<file path="src/rtl/keypad_time_loader.sv">
// ============================================================================
// keypad_time_loader
// ----------------------------------------------------------------------------
// Front-end writer for the microwave countdown chain. One-hot keypad digits
// are captured microwave-style (each new digit shifts left through
// seconds-ones -> seconds-tens -> minutes). The entered time is validated and
// then presented on the digit outputs while loadn_o is held low, which loads
// the counter10/counter6 digit counters. Entry is locked out while the timer
// runs, and the entry is cleared once the count finishes.
//
// Optional feature macro: QUICK_START_EN
//   defined   : a start event in IDLE loads 00:30 and starts a load cycle.
//   undefined : a start event in IDLE is ignored.
//
// Parameters:
//   LOAD_CYCLES  cycles loadn_o is held low per load (1..15)
//   MAX_DIGITS   digits accepted before further keys are ignored (1..3)
//
// Ports:
//   clk_i        system clock, rising edge
//   rstn_i       asynchronous active-low reset
//   keypad_i     one-hot key lines, bit k = digit k
//   start_i      start request (level, edge-detected internally)
//   clear_i      clear request (level, edge-detected internally)
//   counting_i   high while the counter chain is decrementing
//   sec_ones_o   BCD seconds-ones digit
//   sec_tens_o   BCD seconds-tens digit
//   mins_o       BCD minutes digit
//   loadn_o      active-low load strobe to all digit counters
//   digits_o     number of digits entered so far
//   err_o        one-cycle pulse on a rejected start
//   locked_o     high while loading or running
// ============================================================================
module keypad_time_loader #(
    parameter int LOAD_CYCLES = 2,
    parameter int MAX_DIGITS  = 3
) (
    input  logic       clk_i,
    input  logic       rstn_i,
    input  logic [9:0] keypad_i,
    input  logic       start_i,
    input  logic       clear_i,
    input  logic       counting_i,
    output logic [3:0] sec_ones_o,
    output logic [3:0] sec_tens_o,
    output logic [3:0] mins_o,
    output logic       loadn_o,
    output logic [1:0] digits_o,
    output logic       err_o,
    output logic       locked_o
);

    typedef enum logic [1:0] {
        IDLE  = 2'd0,
        ENTRY = 2'd1,
        LOAD  = 2'd2,
        RUN   = 2'd3
    } state_e;

    localparam logic [3:0] LoadInit   = 4'(LOAD_CYCLES - 1);
    localparam logic [1:0] DigitLimit = 2'(MAX_DIGITS);
    localparam logic [3:0] RunTimeout = 4'd15;

    // Input capture pipeline
    logic [9:0] keypad_q, keypad_q2;
    logic       start_q, start_q2;
    logic       clear_q, clear_q2;

    // Control state
    state_e     state_q, state_d;
    logic [3:0] loadCnt_q, loadCnt_d;
    logic [3:0] runCnt_q, runCnt_d;
    logic       seenCount_q, seenCount_d;

    // Registered outputs
    logic [3:0] secOnes_q, secOnes_d;
    logic [3:0] secTens_q, secTens_d;
    logic [3:0] mins_q, mins_d;
    logic [1:0] digits_q, digits_d;
    logic       loadn_q, loadn_d;
    logic       err_q, err_d;
    logic       locked_q, locked_d;

    // Decoded events
    logic [9:0] keyMinusOne;
    logic       keyOneHot;
    logic       keyEvent;
    logic       startEvent;
    logic       clearEvent;
    logic [3:0] keyIdx;
    logic       entryState;
    logic       keyAccept;
    logic       tensValid;

    // Every request input goes through a capture stage and then a
    // previous-value stage so edges can be detected on clean, registered
    // copies. Nothing downstream ever looks at the raw inputs except
    // counting_i, which comes from our own timer and is already synchronous.
    always_ff @(posedge clk_i or negedge rstn_i) begin
        if (!rstn_i) begin
            keypad_q  <= '0;
            keypad_q2 <= '0;
            start_q   <= 1'b0;
            start_q2  <= 1'b0;
            clear_q   <= 1'b0;
            clear_q2  <= 1'b0;
        end else begin
            keypad_q  <= keypad_i;
            keypad_q2 <= keypad_q;
            start_q   <= start_i;
            start_q2  <= start_q;
            clear_q   <= clear_i;
            clear_q2  <= clear_q;
        end
    end

    // A key press counts only when exactly one line is set and the previous
    // sample was fully released. This rejects chords and keeps a held key
    // from auto-repeating; sliding from one key to another without release
    // is also ignored.
    assign keyMinusOne = keypad_q - 10'd1;
    assign keyOneHot   = (keypad_q != '0) && ((keypad_q & keyMinusOne) == '0);
    assign keyEvent    = keyOneHot && (keypad_q2 == '0);
    assign startEvent  = start_q && !start_q2;
    assign clearEvent  = clear_q && !clear_q2;

    // Convert the one-hot key sample into its digit value. Only meaningful
    // when keyOneHot is true, which is the only time it is consumed.
    always_comb begin
        keyIdx = 4'd0;
        for (int i = 0; i < 10; i++) begin
            if (keypad_q[i]) begin
                keyIdx = 4'(i);
            end
        end
    end

    // Clear beats start, and start beats key, so a key that lands in the
    // same cycle as either request is simply dropped.
    assign entryState = (state_q == IDLE) || (state_q == ENTRY);
    assign keyAccept  = entryState && keyEvent && !startEvent && !clearEvent
                        && (digits_q < DigitLimit);

    // Seconds-tens feeds a counter6, so anything above 5 cannot be loaded.
    assign tensValid  = (secTens_q <= 4'd5);

    // State register.
    always_ff @(posedge clk_i or negedge rstn_i) begin
        if (!rstn_i) begin
            state_q <= IDLE;
        end else begin
            state_q <= state_d;
        end
    end

    // Next-state logic. RUN waits for counting_i to rise and then fall; if
    // the timer never starts within the timeout window we assume it was not
    // enabled and fall back to IDLE rather than locking up the keypad.
    always_comb begin
        state_d = state_q;
        unique case (state_q)
            IDLE: begin
                if (clearEvent) begin
                    state_d = IDLE;
                end else if (startEvent) begin
`ifdef QUICK_START_EN
                    state_d = LOAD;
`else
                    state_d = IDLE;
`endif
                end else if (keyAccept) begin
                    state_d = ENTRY;
                end
            end
            ENTRY: begin
                if (clearEvent) begin
                    state_d = IDLE;
                end else if (startEvent && tensValid) begin
                    state_d = LOAD;
                end
            end
            LOAD: begin
                if (loadCnt_q == 4'd0) begin
                    state_d = RUN;
                end
            end
            RUN: begin
                if (seenCount_q && !counting_i) begin
                    state_d = IDLE;
                end else if (!seenCount_q && !counting_i
                             && (runCnt_q == RunTimeout)) begin
                    state_d = IDLE;
                end
            end
            default: state_d = IDLE;
        endcase
    end

    // Output / datapath next-value logic. Strobes are derived from the
    // state we are about to enter so that loadn_o and locked_o change on the
    // same edge as the state itself while still coming straight out of
    // flops. Landing in IDLE always wipes the entered time.
    always_comb begin
        secOnes_d   = secOnes_q;
        secTens_d   = secTens_q;
        mins_d      = mins_q;
        digits_d    = digits_q;
        loadCnt_d   = loadCnt_q;
        runCnt_d    = runCnt_q;
        seenCount_d = seenCount_q;
        loadn_d     = (state_d != LOAD);
        locked_d    = (state_d == LOAD) || (state_d == RUN);
        err_d       = (state_q == ENTRY) && startEvent && !clearEvent
                      && !tensValid;

        if (state_d == IDLE) begin
            secOnes_d = 4'd0;
            secTens_d = 4'd0;
            mins_d    = 4'd0;
            digits_d  = 2'd0;
        end else if ((state_q == IDLE) && (state_d == LOAD)) begin
            // Only reachable with the quick-start feature: preset 00:30.
            secOnes_d = 4'd0;
            secTens_d = 4'd3;
            mins_d    = 4'd0;
            digits_d  = 2'd2;
        end else if (keyAccept) begin
            mins_d    = secTens_q;
            secTens_d = secOnes_q;
            secOnes_d = keyIdx;
            digits_d  = digits_q + 2'd1;
        end

        // Load-length counter: armed on entry to LOAD, counts down to zero.
        if ((state_q != LOAD) && (state_d == LOAD)) begin
            loadCnt_d = LoadInit;
        end else if ((state_q == LOAD) && (loadCnt_q != 4'd0)) begin
            loadCnt_d = loadCnt_q - 4'd1;
        end

        // RUN bookkeeping: remember whether the timer has started, and time
        // out if it never does.
        if ((state_q == LOAD) && (state_d == RUN)) begin
            runCnt_d    = 4'd0;
            seenCount_d = 1'b0;
        end else if (state_q == RUN) begin
            if (counting_i) begin
                seenCount_d = 1'b1;
            end else if (!seenCount_q && (runCnt_q != RunTimeout)) begin
                runCnt_d = runCnt_q + 4'd1;
            end
        end
    end

    // Datapath and output registers. The asynchronous reset drives loadn
    // back high at once so an abort never leaves the counters mid-load.
    always_ff @(posedge clk_i or negedge rstn_i) begin
        if (!rstn_i) begin
            secOnes_q   <= 4'd0;
            secTens_q   <= 4'd0;
            mins_q      <= 4'd0;
            digits_q    <= 2'd0;
            loadn_q     <= 1'b1;
            err_q       <= 1'b0;
            locked_q    <= 1'b0;
            loadCnt_q   <= 4'd0;
            runCnt_q    <= 4'd0;
            seenCount_q <= 1'b0;
        end else begin
            secOnes_q   <= secOnes_d;
            secTens_q   <= secTens_d;
            mins_q      <= mins_d;
            digits_q    <= digits_d;
            loadn_q     <= loadn_d;
            err_q       <= err_d;
            locked_q    <= locked_d;
            loadCnt_q   <= loadCnt_d;
            runCnt_q    <= runCnt_d;
            seenCount_q <= seenCount_d;
        end
    end

    assign sec_ones_o = secOnes_q;
    assign sec_tens_o = secTens_q;
    assign mins_o     = mins_q;
    assign digits_o   = digits_q;
    assign loadn_o    = loadn_q;
    assign err_o      = err_q;
    assign locked_o   = locked_q;

endmodule

</file>
<file path="config.mk">
export PLATFORM = sky130hd
export DESIGN_NAME = keypad_time_loader
export DESIGN_NICKNAME = d
export VERILOG_FILES = /design/src/rtl/keypad_time_loader.sv
export SDC_FILE = /design/constraint.sdc
export NUM_CORES = 1
export LEC_CHECK = 0
export CAP_MARGIN = 20
export CORE_MARGIN = 2
export CORE_UTILIZATION = 40
export CTS_CLUSTER_SIZE = 16
export DETAILED_ROUTE_END_ITERATION = 16
export PLACE_DENSITY = 0.72
export SYNTH_ARGS = -nofsm -noshare
export SYNTH_HDL_FRONTEND = slang
export SYNTH_SLANG_ARGS = --single-unit
export TNS_END_PERCENT = 20
</file>
<file path="constraint.sdc">
create_clock -name clk_i -period 2.7 [get_ports clk_i]
set_input_delay 0.81 -clock clk_i [delete_from_list [all_inputs] [get_ports clk_i]]
set_output_delay 0.81 -clock clk_i [all_outputs]
set_load 0.02 [all_outputs]
</file>
# --- Word level (Yosys, flattened, before mapping) ---
# Cells that the tools add are included.
totals:
  reg_bits: 52
  latch_bits: 0
  mem_bits_rw: 0
  mem_bits_ro: 0
  in_bits: 15
  output_inout_bits: 17
  elab_cells: 116
  mem_count: 0
op_classes:
  addsub: 4
  mul: 0
  div_mod_pow: 0
  n_lt_le_gt_ge: 2
  n_eq_ne: 10
  n_shift: 0
  muxes: 39
  bitwise_logic: 1
  n_reduce_logical: 43
ops:
  columns: ["operator", "n"]
  rows:
  - ["two-way mux 4 bit", 23]
  - ["two-way mux 2 bit", 11]
  - ["logical AND 1 bit", 20]
  - ["zero test 10 bit", 2]
  - ["bitwise AND 10 bit", 1]
  - ["nonzero test 10 bit", 1]
  - ["subtractor 10 x 1 -> 10 bit (second input constant)", 1]
  - ["equality test 2 bit (second input constant)", 4]
  - ["case mux 2 bit (4 select lines)", 1]
  - ["nonzero test 2 bit", 4]
  - ["zero test 1 bit", 7]
  - ["adder 4 x 1 -> 4 bit (second input constant)", 1]
  - ["equality test 4 bit (second input constant)", 1]
  - ["less-or-equal comparator 4 x 3 -> 1 bit (second input constant)", 1]
  - ["zero test 2 bit", 2]
  - ["zero test 4 bit", 1]
  - ["two-way mux 1 bit", 4]
  - ["!= test 2 bit (second input constant)", 2]
  - ["!= test 4 bit (second input constant)", 1]
  - ["nonzero test 4 bit", 1]
  - ["subtractor 4 x 1 -> 4 bit (second input constant)", 1]
  - ["AND reduction 3 bit", 1]
  - ["nonzero test 3 bit", 1]
  - ["adder 2 x 1 -> 2 bit (second input constant)", 1]
  - ["5 further kinds", 6]

# --- Longest topological paths before layout ---
depth:
  word_depth: 17
  depth_mapped: 8
  depth_no_buf: 7

# --- Worst setup path after synthesis ---
# No wires, ideal clock.
synth_path:
  kind: "reg2reg"
  start: "register keypad_q[1]"
  end: "register digits_q[0] (netlist: digits_o[0])"
  setup_time_ns: 0.080
  arrival_ns: 2.114
  required_time_ns: 2.620
  slack_ns: 0.507
  path_stages_with_launch: 7
  synth_period_minus_slack_ns: 2.193
  cell_sequence: "dfrtp_1 -> or3_1 -> or3_4 -> or4_1 -> buf_2 -> nand3_2 -> mux2i_1"
synth_between:
  elab_chain_len: 17
synth_rtl:
  columns: ["item", "line_no", "source"]
  rows:
  - ["start, declared", "65", "logic [9:0] keypad_q, keypad_q2;"]
  - ["start signal, assigned", "108", "keypad_q <= keypad_i;"]
  - ["subtractor 10 x 1 -> 10 bit", "121", "assign keyMinusOne = keypad_q - 10'd1;"]
  - ["bitwise AND 10 bit", "122", "assign keyOneHot = (keypad_q != '0) && ((keypad_q & keyMinusOne) == '0);"]
  - ["zero test 10 bit", "122", null]
  - ["logical AND 1 bit (*)", "122", null]
  - ["logical AND 1 bit (*)", "123", "assign keyEvent = keyOneHot && (keypad_q2 == '0);"]
  - ["logical AND 1 bit (*) (3 in a row)", "141", "assign keyAccept = entryState && keyEvent && !startEvent && !clearEvent"]
  - ["logical AND 1 bit (*)", "142", "&& (digits_q < DigitLimit);"]
  - ["two-way mux 2 bit", "171", "end else if (keyAccept) begin"]
  - ["two-way mux 2 bit", "165", "end else if (startEvent) begin"]
  - ["two-way mux 2 bit", "163", "if (clearEvent) begin"]
  - ["case mux 2 bit (4 select lines)", "161", "unique case (state_q)"]
  - ["equality test 2 bit", "221", "end else if ((state_q == IDLE) && (state_d == LOAD)) begin"]
  - ["logical AND 1 bit", "221", null]
  - ["two-way mux 2 bit", "221", null]
  - ["two-way mux 2 bit", "216", "if (state_d == IDLE) begin"]
  - ["end signal, assigned", "273", "digits_q <= digits_d;"]
  - ["end, declared", "79", "logic [1:0] digits_q, digits_d;"]
# Every way passes the cells marked *; elsewhere a longest branch is shown, timed or not.
# A chain may end at the register's enable or synchronous reset.

# --- Worst setup path after layout ---
layout_path:
  start: "register keypad_q[1]"
  end: "register secOnes_q[2] (netlist: sec_ones_o[2])"
layout_between:
  elab_chain_len: 17
layout_rtl:
  columns: ["item", "line_no", "source"]
  rows:
  - ["subtractor 10 x 1 -> 10 bit", "121", null]
  - ["bitwise AND 10 bit", "122", null]
  - ["zero test 10 bit", "122", null]
  - ["logical AND 1 bit (*)", "122", null]
  - ["logical AND 1 bit (*)", "123", null]
  - ["logical AND 1 bit (*) (3 in a row)", "141", null]
  - ["logical AND 1 bit (*)", "142", null]
  - ["two-way mux 2 bit", "171", null]
  - ["two-way mux 2 bit", "165", null]
  - ["two-way mux 2 bit", "163", null]
  - ["case mux 2 bit (4 select lines)", "161", null]
  - ["equality test 2 bit", "221", null]
  - ["logical AND 1 bit", "221", null]
  - ["two-way mux 4 bit", "221", null]
  - ["two-way mux 4 bit", "216", null]
  - ["end signal, assigned", "270", "secOnes_q <= secOnes_d;"]
  - ["end, declared", "76", "logic [3:0] secOnes_q, secOnes_d;"]
# Marks and branches as above.

==> metrics.cfg <==
[logic_synthesis]
ys_types=37
yosys-top-cells-area=dfrtp_1, nand2_1, nand4_1, mux2i_1, nor2_1
yosys_warnings=0
syn_area_sq_um=2090
ys_ff_latch=52
syn_area_per_cell_sq_um=11.0
yosys.area.top_type=dfrtp_1
syn-num-nets=209
synth_top_area_share=0.609
syn_inst=191
seq_area_frac_synth=0.622

[timing]
fin_crit_sh=0.880
setup_violations=0
fin_setup_tns_ps=0
hold_viol_final=0
slew_viol_final=0
skew_ps=7.22
slew_headroom=0.560
rsz0062_at_grt=false
max_freq_mhz=421
layout_min_cycle_time_ps=2380
worst_pin_slew_ps=660

[power]
ir_drop_v=0.000368
powerDensity_nw_per_um2=755
pwr-share-comb=0.229
p_seq_frac=0.496
switching_share=0.314
switchingPower_mw=0.617
internal_power_mw=1.35
p_leak_nw=1.14
pwr-share-clk=0.275

[outcome]
status=complete, no violations

[floorplanning]
std_cell_rows=26
die_w_um=76.4
die_h_um=76.4
start_util=0.413
die_area_sq_um=5830
io_pins=32
fp.coreArea_sq_um=5070

[setup_path]
cp-end-kind=flop
worst-path-max-fanout=10
worstPathRequired_ps=2940
worst_setup_path_start_kind=flop
worstPathArrival_ps=2620
timing_worst_setup_path_type=reg -> reg

[cts]
ctsResizeCount=0
cts_setup_buffers=0
cts.sinks=52
cts_buffers=5
cts_root_buffer=clkbuf_8
clk_path_buf_depth=2
cts_tree=yes
clk_latency_ps=310
path_clk_slew_ps=90
hold_buffers=0
h-tree-depth=2

[global_route]
grt_max_degree=31
grt_pass1_wl_mm=6.48
antenna_found_initial=0
first_global_vias=1420
grt_usage=0.145
grt-ovfl-total=0

[place]
io_buffers=31
dp_hpwl_mm=2.81
placed_cell_area_sq_um=2490
dp_cells=291
gp_congestion=0.787

[run]
max_cap_viol_count=0

[route]
wl_mm=3.81
drt_first_iter_violations=108
drc=0
drt-vias-per-instance=4.96
dr.pass1.iters=4
post_drt_wl_per_cell_um=12.7
vias=1483
drtAntennaViolNets=0

[cells_and_area]
finalCoreUtilization=0.513
fill_cells=474
syn2layout_area_growth_pct=24.4
diodes=0
drive_gt1_frac=0.0830
nets=246
stdcell_count=299
postLayoutCellArea_sq_um=2610

[worst_hold_path]
hold_class=reg -> reg

==> layout by cell type, fill, tap and decap left out, types with 2 or more instances in the layout <==
master and n:
a211oi_1 3, a21oi_1 9, and3_1 2, buf_4 5, clkbuf_8 5, clkdlybuf4s50_1 30
dfrtp_1 51, ha_1 3, inv_1 6, mux2i_1 6, nand2_1 26, nand2b_1 2
nand3_1 5, nand4_1 11, nor2_1 16, nor2b_1 2, nor3_1 3, nor4_1 4
o21ai_0 6, o21ai_1 9, or2_2 2, or3_1 2, xnor2_1 3, xor2_1 2
==> per-stage QoR <==
step                      hold WS, ps  worst slack (ps)  power (mW)
final                             382               324        1.97
after global routing              389               212        2.09
after CTS                         384               319        1.98
after detailed placement          364               341        1.44
after global placement            357               356        1.42
after floorplan                   347               507        1.30
==> sequential cells by signal, indices dropped and copies added (netlist names) <==
| register | count |
|---|---|
| clear_q | 1 |
| clear_q2 | 1 |
| digits_o | 2 |
| err_o | 1 |
| keypad_q | 10 |
| keypad_q2 | 10 |
| loadCnt_q | 4 |
| loadn_o | 1 |
| locked_o | 1 |
| mins_o | 4 |
| runCnt_q | 4 |
| sec_ones_o | 4 |
| sec_tens_o | 4 |
| seenCount_q | 1 |
| start_q | 1 |
| start_q2 | 1 |
| state_q | 2 |
==> area by class of cell <==
cell class | instances | area [sq um] | area share
sequential | 52 | 1300 | 0.500
multi-input combinational | 127 | 734 | 0.282
timing repair buffer | 36 | 343 | 0.132
tap | 70 | 87.6 | 0.0336
clock buffer | 5 | 68.8 | 0.0264
clock inverter | 3 | 46.3 | 0.0178
inverter | 6 | 22.5 | 0.00865
==> synthesized netlist by cell type (all sizes together) <==
library cell / instances
o31ai: 1
dfstp: 1
and2: 1
dfrtp: 51
xor2: 2
a2111oi: 1
a21oi: 9
o22a: 1
nand4: 11
o21ai: 15
nor2b: 2
clkbuf: 3
or3: 3
or4: 1
nand4b: 1
or2: 2
nor4: 4
nand2: 26
and4b: 1
nand3: 6
maj3: 1
buf: 3
ha: 3
mux2i: 6
nor2: 16
xnor2: 3
inv: 6
nor3: 3
nand2b: 2
o21bai: 1
and3: 2
a211oi: 3
==> power groups by stage <==
| stage | combinational, mW | clock, mW | sequential [mW] |
|---|---|---|---|
| after global placement | 0.437 | 0 | 0.987 |
| after global routing | 0.513 | 0.586 | 0.993 |
| after detailed placement | 0.449 | 0 | 0.993 |
| after floorplan | 0.317 | 0 | 0.980 |
| after CTS | 0.453 | 0.555 | 0.977 |
| final | 0.450 | 0.542 | 0.975 |
==> metal layers <==
| metal | wire [um] | GRT usage | part of all wire | up-vias |
|---|---|---|---|---|
| li1 | - | - | - | 747 |
| met1 | 1730 | 0.181 | 0.45 | 702 |
| met2 | 1890 | 0.228 | 0.50 | 28 |
| met3 | 119 | 0.0367 | 0.031 | 6 |
| met4 | 65 | 0.0818 | 0.017 | 0 |
| met5 | 0 | 0 | 0 | - |
==> logic make-up after synthesis <==
family / synth area share
flops: 0.622
simple gates: 0.195
buf+inv: 0.0275
xor+xnor: 0.0209
fa+ha+maj: 0.0227
compound gates: 0.0836
mux: 0.0287
==> critical path, cell delays in order, from the launching register on <==
cell	delay (ps)
dfrtp_1	420
or3_1	400
or3_4	390
a2111oi_0	250
or3_1	210
and3_1	410
mux2i_1	220
==> final timing paths <==
kind                                       start                   endpoint  slack, ps  cells after the start
max reg2reg                keypad_q[1]$_DFF_PN0_  sec_ones_o[2]$_DFFE_PN0P_        320                      6
max in group asynchronous                 rstn_i     keypad_q2[4]$_DFF_PN0_       1460                      2
min in group asynchronous                 rstn_i   loadCnt_q[0]$_DFFE_PN0P_        520                      1
min reg2reg                    start_q$_DFF_PN0_         start_q2$_DFF_PN0_        380                      0
min                            start_q$_DFF_PN0_         start_q2$_DFF_PN0_        380                      0
max                        keypad_q[1]$_DFF_PN0_  sec_ones_o[2]$_DFFE_PN0P_        320                      6
Power figures use the tool's default switching activity.
